## src/rtl/instr_fetch_rx.sv

```systemverilog
// instr_fetch_rx: credit-based instruction fetch with tag pipe and in-order skid FIFO
module instr_fetch_rx #(
    parameter int DEPTH   = 4,
    parameter int MEM_LAT = 2,
    parameter int AW      = 14
) (
    input  logic          clk,
    input  logic          rstn,
    input  logic          pc_valid,
    input  logic [31:0]   pc,
    output logic          pc_ready,
    output logic          imem_req,
    output logic [AW-1:0] imem_addr,
    input  logic [31:0]   imem_rdata,
    input  logic          flush,
    output logic          instr_valid,
    output logic [31:0]   instr,
    output logic [31:0]   instr_pc,
    output logic          instr_misalign,
    input  logic          instr_ready
);
    localparam int PW = $clog2(DEPTH);
    localparam int CW = $clog2(DEPTH + 1);
    localparam int OW = $clog2(MEM_LAT + 1);
    localparam int SW = $clog2(DEPTH + MEM_LAT + 1);

    logic          w_acc;
    logic          w_cap_v;
    logic [31:0]   w_cap_pc;
    logic          w_push;
    logic          w_pop;
    logic [SW-1:0] w_used;

    logic [OW-1:0] r_outst;
    logic [CW-1:0] r_count;
    logic [PW-1:0] r_wptr;
    logic [PW-1:0] r_rptr;
    logic [31:0]   r_instr [DEPTH];
    logic [31:0]   r_pc    [DEPTH];
    logic          r_mis   [DEPTH];

    // A slot is reserved for every read in flight, so a capture always finds room.
    assign w_used         = SW'(r_outst) + SW'(r_count);
    assign pc_ready       = rstn && !flush && (w_used < SW'(DEPTH));
    assign w_acc          = pc_valid && pc_ready;
    assign imem_req       = w_acc;
    assign imem_addr      = pc[AW+1:2];
    assign w_push         = w_cap_v && !flush;
    assign w_pop          = instr_valid && instr_ready && !flush;
    assign instr_valid    = r_count != '0;
    assign instr          = r_instr[r_rptr];
    assign instr_pc       = r_pc[r_rptr];
    assign instr_misalign = r_mis[r_rptr];

    // Read data is valid in the cycle MEM_LAT-1 after the request; the tag
    // pipe delays the PC so it lines up with its returning word.
    if (MEM_LAT == 1) begin : g_direct
        assign w_cap_v  = w_acc;
        assign w_cap_pc = pc;
    end else begin : g_pipe
        logic        r_tag_v  [MEM_LAT-1];
        logic [31:0] r_tag_pc [MEM_LAT-1];
        // Tag shift register; flush kills every in-flight tag.
        always_ff @(posedge clk or negedge rstn) begin
            if (!rstn) begin
                for (int i = 0; i < MEM_LAT - 1; i++) begin
                    r_tag_v[i]  <= 1'b0;
                    r_tag_pc[i] <= '0;
                end
            end else begin
                r_tag_v[0]  <= w_acc && !flush;
                r_tag_pc[0] <= pc;
                for (int i = 1; i < MEM_LAT - 1; i++) begin
                    r_tag_v[i]  <= r_tag_v[i-1] && !flush;
                    r_tag_pc[i] <= r_tag_pc[i-1];
                end
            end
        end
        assign w_cap_v  = r_tag_v[MEM_LAT-2];
        assign w_cap_pc = r_tag_pc[MEM_LAT-2];
    end

    // Outstanding-read counter: up on accept, down on capture.
    always_ff @(posedge clk or negedge rstn) begin
        if (!rstn)
            r_outst <= '0;
        else
            r_outst <= flush ? '0 : r_outst + OW'(w_acc) - OW'(w_cap_v);
    end

    // FIFO storage and pointers; flush empties it and ignores any pop.
    always_ff @(posedge clk or negedge rstn) begin
        if (!rstn) begin
            r_wptr  <= '0;
            r_rptr  <= '0;
            r_count <= '0;
            for (int i = 0; i < DEPTH; i++) begin
                r_instr[i] <= '0;
                r_pc[i]    <= '0;
                r_mis[i]   <= 1'b0;
            end
        end else if (flush) begin
            r_wptr  <= '0;
            r_rptr  <= '0;
            r_count <= '0;
        end else begin
            if (w_push) begin
                r_instr[r_wptr] <= imem_rdata;
                r_pc[r_wptr]    <= w_cap_pc;
                r_mis[r_wptr]   <= |w_cap_pc[1:0];
                r_wptr          <= r_wptr + PW'(1);
            end
            if (w_pop)
                r_rptr <= r_rptr + PW'(1);
            r_count <= r_count + CW'(w_push) - CW'(w_pop);
        end
    end
endmodule
```

## config.mk

```make
export PLATFORM = sky130hd
export DESIGN_NAME = instr_fetch_rx
export DESIGN_NICKNAME = d
export VERILOG_FILES = /design/src/rtl/instr_fetch_rx.sv
export SDC_FILE = /design/constraint.sdc
export NUM_CORES = 1
export LEC_CHECK = 0
export CAP_MARGIN = 15
export CORE_UTILIZATION = 51
export DETAILED_ROUTE_END_ITERATION = 6
export GPL_TIMING_DRIVEN = 1
export PLACE_DENSITY_LB_ADDON = 0.3
export SETUP_SLACK_MARGIN = 0.3
export SLEW_MARGIN = 0
export SYNTH_ARGS = -nofsm -noshare
export SYNTH_HDL_FRONTEND = slang
export SYNTH_SLANG_ARGS = --single-unit
```

## constraint.sdc

```tcl
create_clock -name clk -period 1.9 [get_ports clk]
set_input_delay 0.38 -clock clk [delete_from_list [all_inputs] [get_ports clk]]
set_output_delay 0.38 -clock clk [all_outputs]
set_load 0.02 [all_outputs]
```

Yosys cells after proc, flatten, opt, wreduce, memory -nomap -nowiden

Index checks and enable logic that the tools add are counted.

Bits in registers: 302
Word-level logic and storage cells: 68

$add $sub $neg: 7
Magnitude comparators: 4
Multiplexer cells: 22
Bitwise operators: 3
Reductions and logical operators: 14

Operators with widths:

| kind                | count |
|---|---|
| $bwmux 128          | 2 |
| $mux 32             | 5 |
| $bmux 32 s2         | 2 |
| $demux 32 s2        | 1 |
| $mux 2              | 5 |
| $logic_and 1x1->1   | 8 |
| $ge 3x3->1 const B  | 2 |
| $not 2->3           | 2 |
| $add 2x1->2 const B | 2 |
| $bwmux 4            | 1 |
| $reduce_bool 2->1   | 2 |
| $add 2x3->3         | 1 |
| $add 3x1->3         | 1 |
| $lt 3x1->1 const B  | 1 |
| $lt 3x3->1 const B  | 1 |
| $mux 1              | 3 |
| $mux 3              | 1 |
| $reduce_bool 3->1   | 1 |
| $sub 3x1->3         | 1 |
| $add 2x1->2         | 1 |
| $bmux 1 s2          | 1 |
| $demux 1 s2         | 1 |
| $reduce_and 2->1    | 1 |
| $reduce_or 2->1     | 1 |
| other kinds (3)     | 3 |

Logic depth before layout (Yosys ltp)

Depth in word-level cells: 7
Gate-level depth with buffers: 10
Depth with buffers taken out: 9

Least setup slack after synthesis

No wires, ideal clock.

Path kind: register -> register
Start point: register r_count[1]
End point: register r_outst[1]
Setup time: 0.072 ns
Arrival time: 2.073 ns
Setup slack: -0.245 ns
Cell stages (with the launch flop): 7
Clock period less this slack: 2.145 ns
Path through: dfrtp_1 ha_1 a31oi_1 mux2i_1 ha_1 xnor3_1 nor2_1

Longest elaborated chain between the ends: 7

RTL lines:

| item                   | RTL line | RTL |
|---|---|---|
| start, declared        | 35       | `logic [CW-1:0] r_count;` |
| start signal, assigned | 115      | `r_count <= r_count + CW'(w_push) - CW'(w_pop);` |
| $add 2x3->3            | 43       | `assign w_used = SW'(r_outst) + SW'(r_count);` |
| $lt 3x3->1             | 44       | `assign pc_ready = rstn && !flush && (w_used < SW'(DEPTH));` |
| $logic_and 1x1->1      | 44       |  |
| $logic_and 1x1->1      | 45       | `assign w_acc = pc_valid && pc_ready;` |
| named net imem_req     | 12       | `output logic imem_req,` |
| $add 2x1->2            | 88       | `r_outst <= flush ? '0 : r_outst + OW'(w_acc) - OW'(w_cap_v);` |
| $sub 2x1->2            | 88       |  |
| $mux 2                 | 88       |  |
| end signal, assigned   | 88       |  |
| end, declared          | 34       | `logic [OW-1:0] r_outst;` |

The timed path passes the listed nets, and every way through them passes these cells.
A chain may end at the register's enable or synchronous reset.

Final worst setup path

Start point: register r_rptr[0]
End point: output instr_pc[21]

Longest elaborated chain between the ends: 4

RTL lines:

| item                                        | RTL line | RTL |
|---|---|---|
| start, declared                             | 37       | `logic [PW-1:0] r_rptr;` |
| start signal, assigned                      | 114      | `r_rptr <= r_rptr + PW'(1);` |
| $not 2->3 (not written as such)             | 52       | `assign instr_pc = r_pc[r_rptr];` |
| $bmux 32 s2                                 | 52       |  |
| $mux 32 (not written as such) (2 in series) | 52       |  |
| end, declared                               | 18       | `output logic [31:0] instr_pc,` |

No other way between the ends. The select of a mux whose other input is x is not followed.

==> metrics.cfg <==
[setup_path]
r2r-end = r_count[2]$_DFF_PN0_
timing.reg2reg.worst_path_depth = 10
cp_capture_point = instr_pc[21]
setup.reg_to_reg.worst_slack_ns = -0.23
timing.critical_path.cells = buf_12 -> buf_12 -> buf_16 -> mux4_2 -> buf_6
dominant_cell_type_by_count_on_the_critical_path = sky130_fd_sc_hd__buf_12
worstSetupEndpointType = output port
timing.critical_path.required_ns = 1.52
worst_r2r_startpoint = r_count[1]$_DFF_PN0_
setup_crit_path_kind = register to output port
timing.critical_path.from_type = register
critPathSlowestCell = sky130_fd_sc_hd__dfrtp_4
worstPathMaxFanout = 5
startpoint = r_rptr[0]$_DFFE_PN0P_
critical-path-max-stage-delay_ns = 0.52
critical_path_arrival_ns = 2.04

[sta]
period_needed_ns = 2.42
setup_slack_ns = -0.516
rsz0062_at_grt = true
finClkSkew_ns = 0.0209
setup_viol = 71
timing_max_transition_violations_final = 0
timing.final.crit_share_pct = 127
hold_slack_ns = 0.165
clock.fmax_mhz = 414
final-hold-violation-count = 0
worstMarginPinSlew_ns = 0.819
slew-limit-headroom_pct = 45.4

[floorplanning]
io-pin-count = 151
initial_cell_density_of_the_core_pct = 52.4
floorplan.die_area_um2 = 26800
std_cell_rows = 58
fp.dieH_um = 164
width_of_the_die_um = 164
coreArea_um2 = 25400

[min_path]
hp_class = input pin to async pin

[yosys]
postSynth.asyncResetShare_pct = 100
mappedNetlistNets = 818
netlist_area_um2 = 13300
synth.largest_area_cell = sky130_fd_sc_hd__dfrtp_1
yosys.area.top_type_share_pct = 56.8
yosys.cell_count.top_type = sky130_fd_sc_hd__dfrtp_1
synthDistinctLibCells = 28
ys_seq_area_share_pct = 56.8
synth-edff-count = 0
ys.warnings.count = 0
synth_area_leaders = sky130_fd_sc_hd__dfrtp_1 57%, sky130_fd_sc_hd__mux2_2 12%, sky130_fd_sc_hd__mux2_4 11%
most_common_library_cells_after_synthesis = 302 x sky130_fd_sc_hd__dfrtp_1, 141 x sky130_fd_sc_hd__mux2_2, 100 x sky130_fd_sc_hd__mux2_4
netlist_instances = 739
ys_dominant_reg_cell = sky130_fd_sc_hd__dfrtp_1
synth.ff_latch_count = 302
synth_area_per_cell_um2 = 18.0

[global_routing]
first_pass_grt_wire_length_um = 47700
grt_remaining_overflow = 0
gr-usage-all-layers_pct = 23.7
antenna_found_initial = 1
grt_max_degree = 164
vias_in_the_first_global_route = 8327

[detailed_routing]
ant_nets = 0
route.final.wire_length_um = 33300
detailed_route_via_count = 7520
detailed_route_wire_length_per_cell_um = 25.3
vias_per_cell = 5.71
detailed_router_s_first_iteration_violation_count = 384
drcViolationCount = 0
drt_first_pass_iters = 4

[clocking]
clk_transition_reported_paths_ns = 0.06
cts_max_level = 2
clock_sink_count = 302
tritoncts_clock_tree = yes
clock_path_buffers = 3
cts_made_buffers = 34
clock_latency_ns = 0.51
clk_root_buffer_cell = sky130_fd_sc_hd__clkbuf_16

[placed_design]
buffer_ports.inserted = 150
gp_routability_congestion = 0.719
dp_hpwl_um = 17600
dp.cells = 1203

[pwr]
total_leakage_power_nw = 9.08
p_per_area_nw_per_um2 = 1240
vdd_drop_max_v = 0.00105

[status]
failing_checks = negative setup slack
run_status = finished with violations

[flow_run]
drv.max_cap_violation_count = 0

[layout]
area_delta_synth_final_pct = 35.8
post_route_cells_drive_above_1_share_pct = 57.9
finalNonFillerCells = 1316
final_net_count = 1045

==> area by class of cell <==
| type | instances | area (um2) |
|---|---|---|
| Clock inverter | 3 | 21.3 |
| Fill cell | 1507 | 7320 |
| Antenna cell | 1 | 2.50 |
| Clock buffer | 52 | 990 |
| Timing Repair Buffer | 251 | 3170 |
| Sequential cell | 302 | 7570 |
| Tap cell | 330 | 413 |
| Multi-Input combinational cell | 370 | 5880 |
| Inverter | 7 | 28.8 |
==> cell usage in the layout (no fill, tap or decap), types with 4 or more instances in the layout <==
cell type                           n
sky130_fd_sc_hd__dfrtp_2            5
sky130_fd_sc_hd__clkbuf_8           5
sky130_fd_sc_hd__clkbuf_1          12
sky130_fd_sc_hd__clkbuf_16         48
sky130_fd_sc_hd__buf_2             18
sky130_fd_sc_hd__nor2b_1            4
sky130_fd_sc_hd__mux4_2            65
sky130_fd_sc_hd__ha_4               7
sky130_fd_sc_hd__dlygate4sd2_1      5
sky130_fd_sc_hd__dfrtp_1          296
sky130_fd_sc_hd__mux2_4           241
sky130_fd_sc_hd__buf_12            30
sky130_fd_sc_hd__buf_16            13
sky130_fd_sc_hd__mux2_2            21
sky130_fd_sc_hd__nor2_1             7
sky130_fd_sc_hd__clkdlybuf4s50_1   67
sky130_fd_sc_hd__clkdlybuf4s15_1    7
sky130_fd_sc_hd__buf_6             69
sky130_fd_sc_hd__buf_4             23
==> worst min-delay path by stage <==
| stage | startpoint | end | cells after the start |
|---|---|---|---|
| finish | rstn | g_pipe.r_tag_v$_DFF_PN0_ | 3 |
| global route | rstn | r_outst[0]$_DFF_PN0_ | 3 |
| CTS | rstn | r_pc[112]$_DFFE_PN0P_ | 3 |
| detailed placement | r_instr[64]$_DFFE_PN0P_ | r_instr[64]$_DFFE_PN0P_ | 1 |
| global placement | r_pc[96]$_DFFE_PN0P_ | r_pc[96]$_DFFE_PN0P_ | 1 |
| floorplan | rstn | g_pipe.r_tag_pc[0]$_DFF_PN0_ | 0 |
==> layer usage <==
metal	GRT usage (%)	wire, um	vias up
met4	6.99	663	0
met1	30.9	14200	4082
li1	-	-	3172
met5	0	0	-
met2	40.1	16800	213
met3	4.72	1640	53
==> critical path, delay by kind of cell (launching register included) <==
family / cells / cell delay (ns)
buffers and inverters: 4 / 0.58
DFF: 1 / 0.52
muxes: 1 / 0.44
==> registers in the layout, indices dropped and copies added (netlist names) <==
name / cells
r_instr: 128
r_pc: 128
r_wptr: 2
g_pipe.r_tag_v: 1
r_rptr: 2
r_mis: 4
r_outst: 2
r_count: 3
g_pipe.r_tag_pc: 32
==> logic make-up after synthesis <==
group / Yosys count / share of synthesized area [%]
simple gates: 23 / 1.24
xor+xnor: 3 / 0.404
compound gates: 3 / 0.169
mux: 331 / 36.3
buf+inv: 67 / 4.14
flops: 302 / 56.8
fa+ha+maj: 10 / 0.996
==> repair_timing <==
action,in CTS,in global routing
cloned,11,16
pin swaps,3,4
setup buffers,19,10
hold buffers,1,0
endpoints found under the hold margin,23,0
resized for setup,455,180
endpoints found under the setup margin,247,320
==> metrics by stage <==
step                TNS, ns  setup slack [ns]  util [%]  total power [mW]  instance area (um2)
global placement     -65.54            -0.613      60.2              14.8                15300
CTS                  -29.93            -0.535      66.8              21.7                17000
global route         -32.10            -0.562      71.2              23.4                18100
floorplan           -0.0117          -0.00808         -              12.2                13400
detailed placement   -68.61            -0.658      60.2              15.1                15300
finish               -28.63            -0.516      71.2              22.4                18100
==> power breakdown <==
part | switching, mW | leakage [nW] | internal [mW] | total, mW
Clock | 2.46 | 0.490 | 3.57 | 6.02
Sequential | 0.726 | 3.96 | 7.56 | 8.29
Combinational | 3.35 | 4.62 | 4.75 | 8.10
(Power assumes the default switching activity.)
